**src/rtl/demux_pkg.sv**
```systemverilog
// Shared constants and helpers for the 1-to-4 sequential demultiplexer.
package demux_pkg;

  localparam int unsigned NUM_CH = 4;
  localparam int unsigned SEL_W  = 2;
  localparam int unsigned STAT_W = 8;

  // Round-robin successor; the natural 2-bit wrap gives 3 -> 0.
  function automatic logic [SEL_W-1:0] next_ch(input logic [SEL_W-1:0] ch);
    return ch + SEL_W'(1);
  endfunction

endpackage

```
**src/rtl/demux_chan_reg.sv**
```systemverilog
// One-entry holding register for a single demux output channel.
// A load in the same cycle as a drain keeps the entry valid and replaces the data.
module demux_chan_reg #(
  parameter int unsigned DATA_W = 8
) (
  input  logic              clk_i,
  input  logic              rst_i,
  input  logic              load_i,
  input  logic [DATA_W-1:0] data_i,
  input  logic              ready_i,
  output logic              valid_o,
  output logic [DATA_W-1:0] data_o
);

  logic              valid_d, valid_q;
  logic [DATA_W-1:0] data_d, data_q;

  // Next state: drain first, then a load overrides it.
  always_comb begin
    valid_d = valid_q;
    data_d  = data_q;
    if (valid_q && ready_i) begin
      valid_d = 1'b0;
    end
    if (load_i) begin
      valid_d = 1'b1;
      data_d  = data_i;
    end
  end

  // Entry state with synchronous reset; data is cleared too so outputs read zero.
  always_ff @(posedge clk_i) begin
    if (rst_i) begin
      valid_q <= 1'b0;
      data_q  <= '0;
    end else begin
      valid_q <= valid_d;
      data_q  <= data_d;
    end
  end

  assign valid_o = valid_q;
  assign data_o  = data_q;

endmodule

```
**src/rtl/demux_1to4_seq.sv**
```systemverilog
// Sequential 1-to-4 demultiplexer with valid/ready on the input and on each channel.
// Routing is by {s1,s0} in fixed mode or by a round-robin pointer in auto mode.
// Optional per-channel saturating load counters are enabled with DEMUX_STATS_EN.
module demux_1to4_seq
  import demux_pkg::*;
#(
  parameter int unsigned DATA_W   = 8,
  parameter int unsigned RR_START = 0
) (
  input  logic                     clk,
  input  logic                     rst,
  input  logic                     s1,
  input  logic                     s0,
  input  logic                     auto_mode,
  input  logic [DATA_W-1:0]        in_data,
  input  logic                     in_valid,
  output logic                     in_ready,
  output logic [NUM_CH*DATA_W-1:0] out_data,
  output logic [NUM_CH-1:0]        out_valid,
  input  logic [NUM_CH-1:0]        out_ready,
  output logic [SEL_W-1:0]         cur_ch
`ifdef DEMUX_STATS_EN
  ,
  output logic [NUM_CH*STAT_W-1:0] acc_cnt
`endif
);

  logic [SEL_W-1:0]  rr_d, rr_q;
  logic [SEL_W-1:0]  tgt;
  logic              accept;
  logic [NUM_CH-1:0] load;

  // Target channel, input readiness and per-channel load strobes.
  always_comb begin
    tgt      = auto_mode ? rr_q : {s1, s0};
    in_ready = !out_valid[tgt] || out_ready[tgt];
    accept   = in_valid && in_ready;
    for (int k = 0; k < NUM_CH; k++) begin
      load[k] = accept && (tgt == SEL_W'(k));
    end
  end

  assign cur_ch = tgt;

  // Pointer only moves on an accepted word in auto mode; it survives mode switches.
  always_comb begin
    rr_d = rr_q;
    if (accept && auto_mode) begin
      rr_d = next_ch(rr_q);
    end
  end

  // Round-robin pointer register.
  always_ff @(posedge clk) begin
    if (rst) begin
      rr_q <= SEL_W'(RR_START);
    end else begin
      rr_q <= rr_d;
    end
  end

  for (genvar k = 0; k < NUM_CH; k++) begin : g_chan
    demux_chan_reg #(
      .DATA_W (DATA_W)
    ) u_chan (
      .clk_i   (clk),
      .rst_i   (rst),
      .load_i  (load[k]),
      .data_i  (in_data),
      .ready_i (out_ready[k]),
      .valid_o (out_valid[k]),
      .data_o  (out_data[k*DATA_W +: DATA_W])
    );

    // A held word must not change until the consumer takes it.
    a_hold_stable : assert property (@(posedge clk) disable iff (rst)
        (out_valid[k] && !out_ready[k]) |=> $stable(out_data[k*DATA_W +: DATA_W]));
  end

`ifdef DEMUX_STATS_EN
  logic [STAT_W-1:0] cnt_d [NUM_CH];
  logic [STAT_W-1:0] cnt_q [NUM_CH];

  // Saturating per-channel load counters.
  always_comb begin
    for (int k = 0; k < NUM_CH; k++) begin
      cnt_d[k] = cnt_q[k];
      if (load[k] && (cnt_q[k] != {STAT_W{1'b1}})) begin
        cnt_d[k] = cnt_q[k] + STAT_W'(1);
      end
      acc_cnt[k*STAT_W +: STAT_W] = cnt_q[k];
    end
  end

  // Counter registers.
  always_ff @(posedge clk) begin
    for (int k = 0; k < NUM_CH; k++) begin
      if (rst) begin
        cnt_q[k] <= '0;
      end else begin
        cnt_q[k] <= cnt_d[k];
      end
    end
  end
`endif

endmodule

```
**config.mk**
```make
export PLATFORM = sky130hd
export DESIGN_NAME = demux_1to4_seq
export DESIGN_NICKNAME = d
export VERILOG_FILES = /design/src/rtl/demux_pkg.sv /design/src/rtl/demux_chan_reg.sv /design/src/rtl/demux_1to4_seq.sv
export SDC_FILE = /design/constraint.sdc
export NUM_CORES = 1
export LEC_CHECK = 0
export ABC_AREA = 1
export BUFFER_PORTS_ARGS = -buffer_cell sky130_fd_sc_hd__buf_2
export CORE_ASPECT_RATIO = 1.1
export CORE_MARGIN = 4
export CORE_UTILIZATION = 58
export CTS_BUF_LIST = sky130_fd_sc_hd__clkbuf_4 sky130_fd_sc_hd__clkbuf_8
export DETAILED_ROUTE_END_ITERATION = 10
export MAX_ROUTING_LAYER = met4
export PLACE_DENSITY = 0.9
export SETUP_SLACK_MARGIN = 0.02
export SLEW_MARGIN = 5
export SYNTH_ARGS = -nofsm -noshare
export SYNTH_HDL_FRONTEND = slang
export SYNTH_SLANG_ARGS = --single-unit
export TNS_END_PERCENT = 50
```
**constraint.sdc**
```tcl
create_clock -name clk -period 2.1 [get_ports clk]
set_input_delay 0.315 -clock clk [delete_from_list [all_inputs] [get_ports clk]]
set_output_delay 0.315 -clock clk [all_outputs]
set_load 0.05 [all_outputs]
```
# Word-level counts from Yosys, hierarchy flattened
# Index checks and enable logic that the tools add are counted.
# totals
input_bits	18
word_cells	44
reg_bits	38
# op_classes
mux	13
n_addsub	1
n_reduce_logical	17
eq_ne	3
n_lt_le_gt_ge	1
# ops
op	n
logical AND 1 bit	10
two-way mux 1 bit	10
nonzero test 2 bit	4
binary-select mux 1 bit (select 2 bit)	2
equality test 2 bit (second input constant)	2
< comparator 2 x 3 -> 1 bit (second input constant)	1
adder 2 x 1 -> 2 bit (second input constant)	1
equality test 2 x 1 -> 1 bit (second input constant)	1
zero test 2 bit	1
two-way mux 2 bit	1
zero test 1 bit	1
logical OR 1 bit	1

# Depth between registers and ports, before layout
# logic_depth
depth_word	8
depth_mapped	14
ltp_nobuf	13

# Modules after synthesis
# A second synthesis with hierarchy kept.
# hier_totals
cells_unflattened	204
area_unflattened_um2	1493.9
# by_module_without_submodules
module	n_inst	cells_each	seq_area_each_um2	area_per_inst_um2
demux_chan_reg	4	38	180.2	304.0
demux_1to4_seq	1	52	40.0	277.8

# Worst setup path after synthesis
# OpenSTA, ideal clock, no wires.
# synth_timing
kind	input -> register
start	in s1
end	reg g_chan[0].u_chan.data_q[0]
t_required_ps	1990
setup_ps	110
slack_ps	152
n_path_buf	1
path_stages	10
arrival_time_ps	1838
path_cell_list	inv_1 -> o21ai_2 -> inv_2 -> nand2_1 -> nand2_1 -> nand2_4 -> buf_2 -> nand4_1 -> nand2_1 -> nor2_1
# synth_between
elab_chain_cells	7
# synth_rtl
item	line_no	source
start: declaration	demux_1to4_seq.sv:12	input logic s1,
two-way mux 2 bit *	demux_1to4_seq.sv:35	tgt = auto_mode ? rr_q : {s1, s0};
net cur_ch[1]	demux_1to4_seq.sv:21	output logic [SEL_W-1:0] cur_ch
binary-select mux 1 bit (select 2 bit)	demux_1to4_seq.sv:36	in_ready = !out_valid[tgt] || out_ready[tgt];
two-way mux 1 bit (not written as such)	demux_1to4_seq.sv:36	
zero test 1 bit	demux_1to4_seq.sv:36	
logical OR 1 bit *	demux_1to4_seq.sv:36	
net in_ready	demux_1to4_seq.sv:17	output logic in_ready,
logical AND 1 bit *	demux_1to4_seq.sv:37	accept = in_valid && in_ready;
logical AND 1 bit *	demux_1to4_seq.sv:39	load[k] = accept && (tgt == SEL_W'(k));
end signal: assignment	demux_chan_reg.sv:38	data_q <= data_d;
end: declaration	demux_chan_reg.sv:16	logic [DATA_W-1:0] data_d, data_q;
# The timed path passes the listed nets; every way through them passes the cells marked *. The select of a mux whose other input is x is not followed.
# A chain may end at the register's enable or synchronous reset.

# Worst setup path after layout
# layout_timing
start	reg rr_q[0]
end	out in_ready
# layout_between
elab_chain_cells	5
# layout_rtl
item	line_no	source
start: declaration	demux_1to4_seq.sv:28	logic [SEL_W-1:0] rr_d, rr_q;
start signal: assignment	demux_1to4_seq.sv:56	rr_q <= SEL_W'(RR_START);
start signal: assignment	demux_1to4_seq.sv:58	rr_q <= rr_d;
two-way mux 2 bit *	demux_1to4_seq.sv:35	
binary-select mux 1 bit (select 2 bit)	demux_1to4_seq.sv:36	
two-way mux 1 bit (not written as such)	demux_1to4_seq.sv:36	
zero test 1 bit	demux_1to4_seq.sv:36	
logical OR 1 bit *	demux_1to4_seq.sv:36	
end: declaration	demux_1to4_seq.sv:17	
# Every way passes the cells marked *; elsewhere a longest branch is shown, timed or not. The select of a mux whose other input is x is not followed.

==> results by group <==
Run status
  • Status: finished clean

Detailed routing
  • Total Wirelength: approximately 4500 µm
  • Vias per cell: 4.765
  • Wl on met1: approximately 1900 µm
  • Total vias in the final route: 1968
  • DR WL met2: 2220 µm
  • DRC: 0
  • DR pass1 iterations: 4
  • Post-route ant nets: 0
  • Drt wl/cell: 10.98 µm
  • Starting DRT DRC Count: 88
  • DR top layer: met4
  • Met3 routed WL: between 300 and 400 µm

Floorplan
  • Initial Utilization: 60.21%
  • Die X: ~64 µm
  • Ports: 57
  • Core Area: 3358 µm²
  • Die area: 4496 µm²
  • Row Count: 22
  • Die span in y: 69.93 µm

Power
  • Sw frac: 34.52%
  • Max IR drop VDD: roughly 0.69 mV
  • PD cells: 744.9 nW/µm²
  • Share of total power in the clock network: 29.1%
  • Power share of the sequential group: 44.2%
  • Sw Pwr: 613.4 µW
  • Cell-internal power: 1.164 mW
  • Gate power share: 26.7%
  • Pleak: between 1 and 1.5 nW

Synthesis
  • Largest family of logic cells by synthesized area: simple AND/OR/NAND/NOR gates
  • Post-synth EDFFs: 0
  • FF+latch count, synth: 38
  • Mux cell area share after synthesis: 0%
  • Share of the synthesized area in the top cell type: 37.62%
  • XOR/XNOR share of the synthesized area: 0%
  • Compound-Gate Fraction of Synth Area: 1.671%
  • Count of warnings emitted by yosys: 0
  • Syn Nets: 334
  • Synth area leaders: dfxtp_1, nand2_1, inv_1
  • Post-Synth Adder-Cell Area: 0%
  • Sequential share of the synthesized area: ~38%
  • Mapped Cells: 316
  • Largest area contributor in the netlist: dfxtp_1
  • Syn_area_per_cell: 6.399 µm²
  • Yosys cell types: 18
  • Synth Flop Type: dfxtp_1
  • Syn Std Cell Area: 2022 µm²
  • Post-synth ARST share: 0%
  • Synth Area in Simple Gates: between 30 and 40%

Cells and area
  • Fraction of layout cells with a size suffix above 1: about a fifth
  • Most common cell after layout, fill and taps aside: nand2_1
  • Antenna cells: 0
  • Nets@finish: approximately 380
  • Commonest cells after routing, fill and taps aside: nand2_1, inv_1, buf_2, dfxtp_1
  • Filler cells: just over 300
  • Final Util: 71.05%
  • Post-synthesis to final-layout area growth: 18.01%

CTS
  • CTS Buf Count: 5
  • Clock Sinks: 38
  • Skew-Pair Late Insertion Delay: 0.35 ns
  • Root Driver: clkbuf_4
  • CTS tree: built
  • Clk buf depth: 2
  • Worst-path clk slew: 0.11 ns
  • Setup bufs post-CTS: 0
  • Htree depth: 2

Setup path
  • Kind of critical path: flip-flop to output port
  • Worst-path maximum fanout: 20
  • CP Launch Type: flip-flop
  • Worst reg2reg path depth: 13
  • Req. time, crit path: 1.78 ns
  • Arrival time worst endpoint: 1.64 ns
  • CP endpoint kind: output port

Place
  • Dpl hpwl: 3246 µm
  • I/O Buffers: 56
  • Routability congestion estimate: 0.8500

Global routing
  • Largest net degree at the start of global routing: 40
  • Gr usage total: 21.34%
  • First-pass GRT wire length: 7555 µm
  • Initial antenna violation count: 0
  • Remaining Overflow, GRT: 0
  • Vias in the first global route: ~1700

STA
  • Final hold vios: 0
  • Skew final: 0.008481 ns
  • RSZ-0062 raised after global routing: false
  • Fmax: ~510 MHz
  • Setup TNS: 0 ns
  • Crit share post-route: 92.91%
  • # setup viols final: 0
  • Slew HR: a little over two fifths
  • Slew @ Worst Pin: 0.8550 ns
  • Slew Limit Fails: 0
  • Tmin final: between 1.5 and 2 ns

Worst hold path
  • Min-delay worst type: input port to flip-flop
  • Hold depth: 2

Flow run
  • Max cap viols: 0
[power groups by stage]
| stage | Sequential, mW | Combinational, mW | Clock (mW) |
|---|---|---|---|
| 2_1_floorplan | 0.935 | 0.238 | 0 |
| 3_3_place_gp | 0.802 | 0.456 | 0 |
| 3_5_place_dp | 0.803 | 0.466 | 0 |
| 4_1_cts | 0.786 | 0.470 | 0.523 |
| 5_1_grt | 0.792 | 0.518 | 0.552 |
| 6_report | 0.786 | 0.474 | 0.517 |
[synth_stat cells, types with 2 or more instances]
library cell / instances
a21oi_1: 5
buf_2: 4
buf_4: 4
clkbuf_1: 6
clkinv_1: 3
dfxtp_1: 38
inv_1: 81
inv_2: 3
nand2_1: 88
nand2_2: 2
nand2_4: 2
nand3_1: 6
nand3_4: 4
nand4_1: 33
nor2_1: 33
nor2_2: 2
[area by class of cell]
| cell class | instances | area [µm²] | share of cell area, % |
|---|---|---|---|
| Inverter | 87 | 326.6 | 13.69 |
| Multi-Input combinational cell | 176 | 850.8 | 35.66 |
| Timing Repair Buffer | 57 | 306.5 | 12.85 |
| Tap cell | 48 | 60.06 | 2.517 |
| Clock inverter | 1 | 30.03 | 1.259 |
| Sequential cell | 38 | 760.7 | 31.88 |
| Clock buffer | 6 | 51.30 | 2.150 |
[logic make-up (layout without fill, tap and decap cells)]
| logic type | after synthesis | count (layout) |
|---|---|---|
| simple gates | 170 | 170 |
| buf+inv | 102 | 151 |
| compound gates | 6 | 6 |
| flops | 38 | 38 |
[stage by stage]
stage | power [mW] | cells | setup WS (ns) | hold slack, ns | area, µm²
after floorplan | 1.173 | 316 | 0.1522 | 0.3841 | 2022
after global placement | 1.258 | 406 | 0.2874 | 0.4496 | 2290
after detailed placement | 1.269 | 406 | 0.2248 | 0.4548 | 2290
after CTS | 1.780 | 413 | 0.06727 | 0.1958 | 2374
after global routing | 1.863 | 413 | 0.02794 | 0.2089 | 2386
final | 1.777 | 413 | 0.1489 | 0.2054 | 2386
[final timing paths]
check	from	end	slack [ns]
hold / removal	rst	g_chan[0].u_chan.valid_o	0.21
setup / recovery	rr_q[0]	in_ready	0.15
hold reg to reg	rr_q[0]	rr_q[0]	0.48
setup reg to reg	rr_q[0]	g_chan[3].u_chan.data_o[3]	0.39
[routing by layer]
layer  up-vias  GRT usage [%]
li1       1032              -
met1       846          26.00
met2        84          35.09
met3         6          4.823
met4         0          6.338
met5         -              -
[worst max-delay path, stage by stage, from the launching register on]
cell     delay [ns]
dfxtp_1        0.37
nand2_2        0.11
nand2_4        0.14
nand2_1        0.06
nand2_1        0.05
nand2_1        0.06
nand2_1        0.17
nand2_8        0.14
buf_6          0.18
[state kept, by name, summed over array words and instances, names as in the netlist]
signal,count
g_chan.u_chan.valid_o,4
rr_q,2
g_chan.u_chan.data_o,32
[timing repair]
| item | CTS | global route |
|---|---|---|
| endpoints found under the setup margin | 1 | 1 |
| hold buffers | 0 | 0 |
| gates resized for setup | 1 | 2 |
Power figures use the tool's default switching activity.
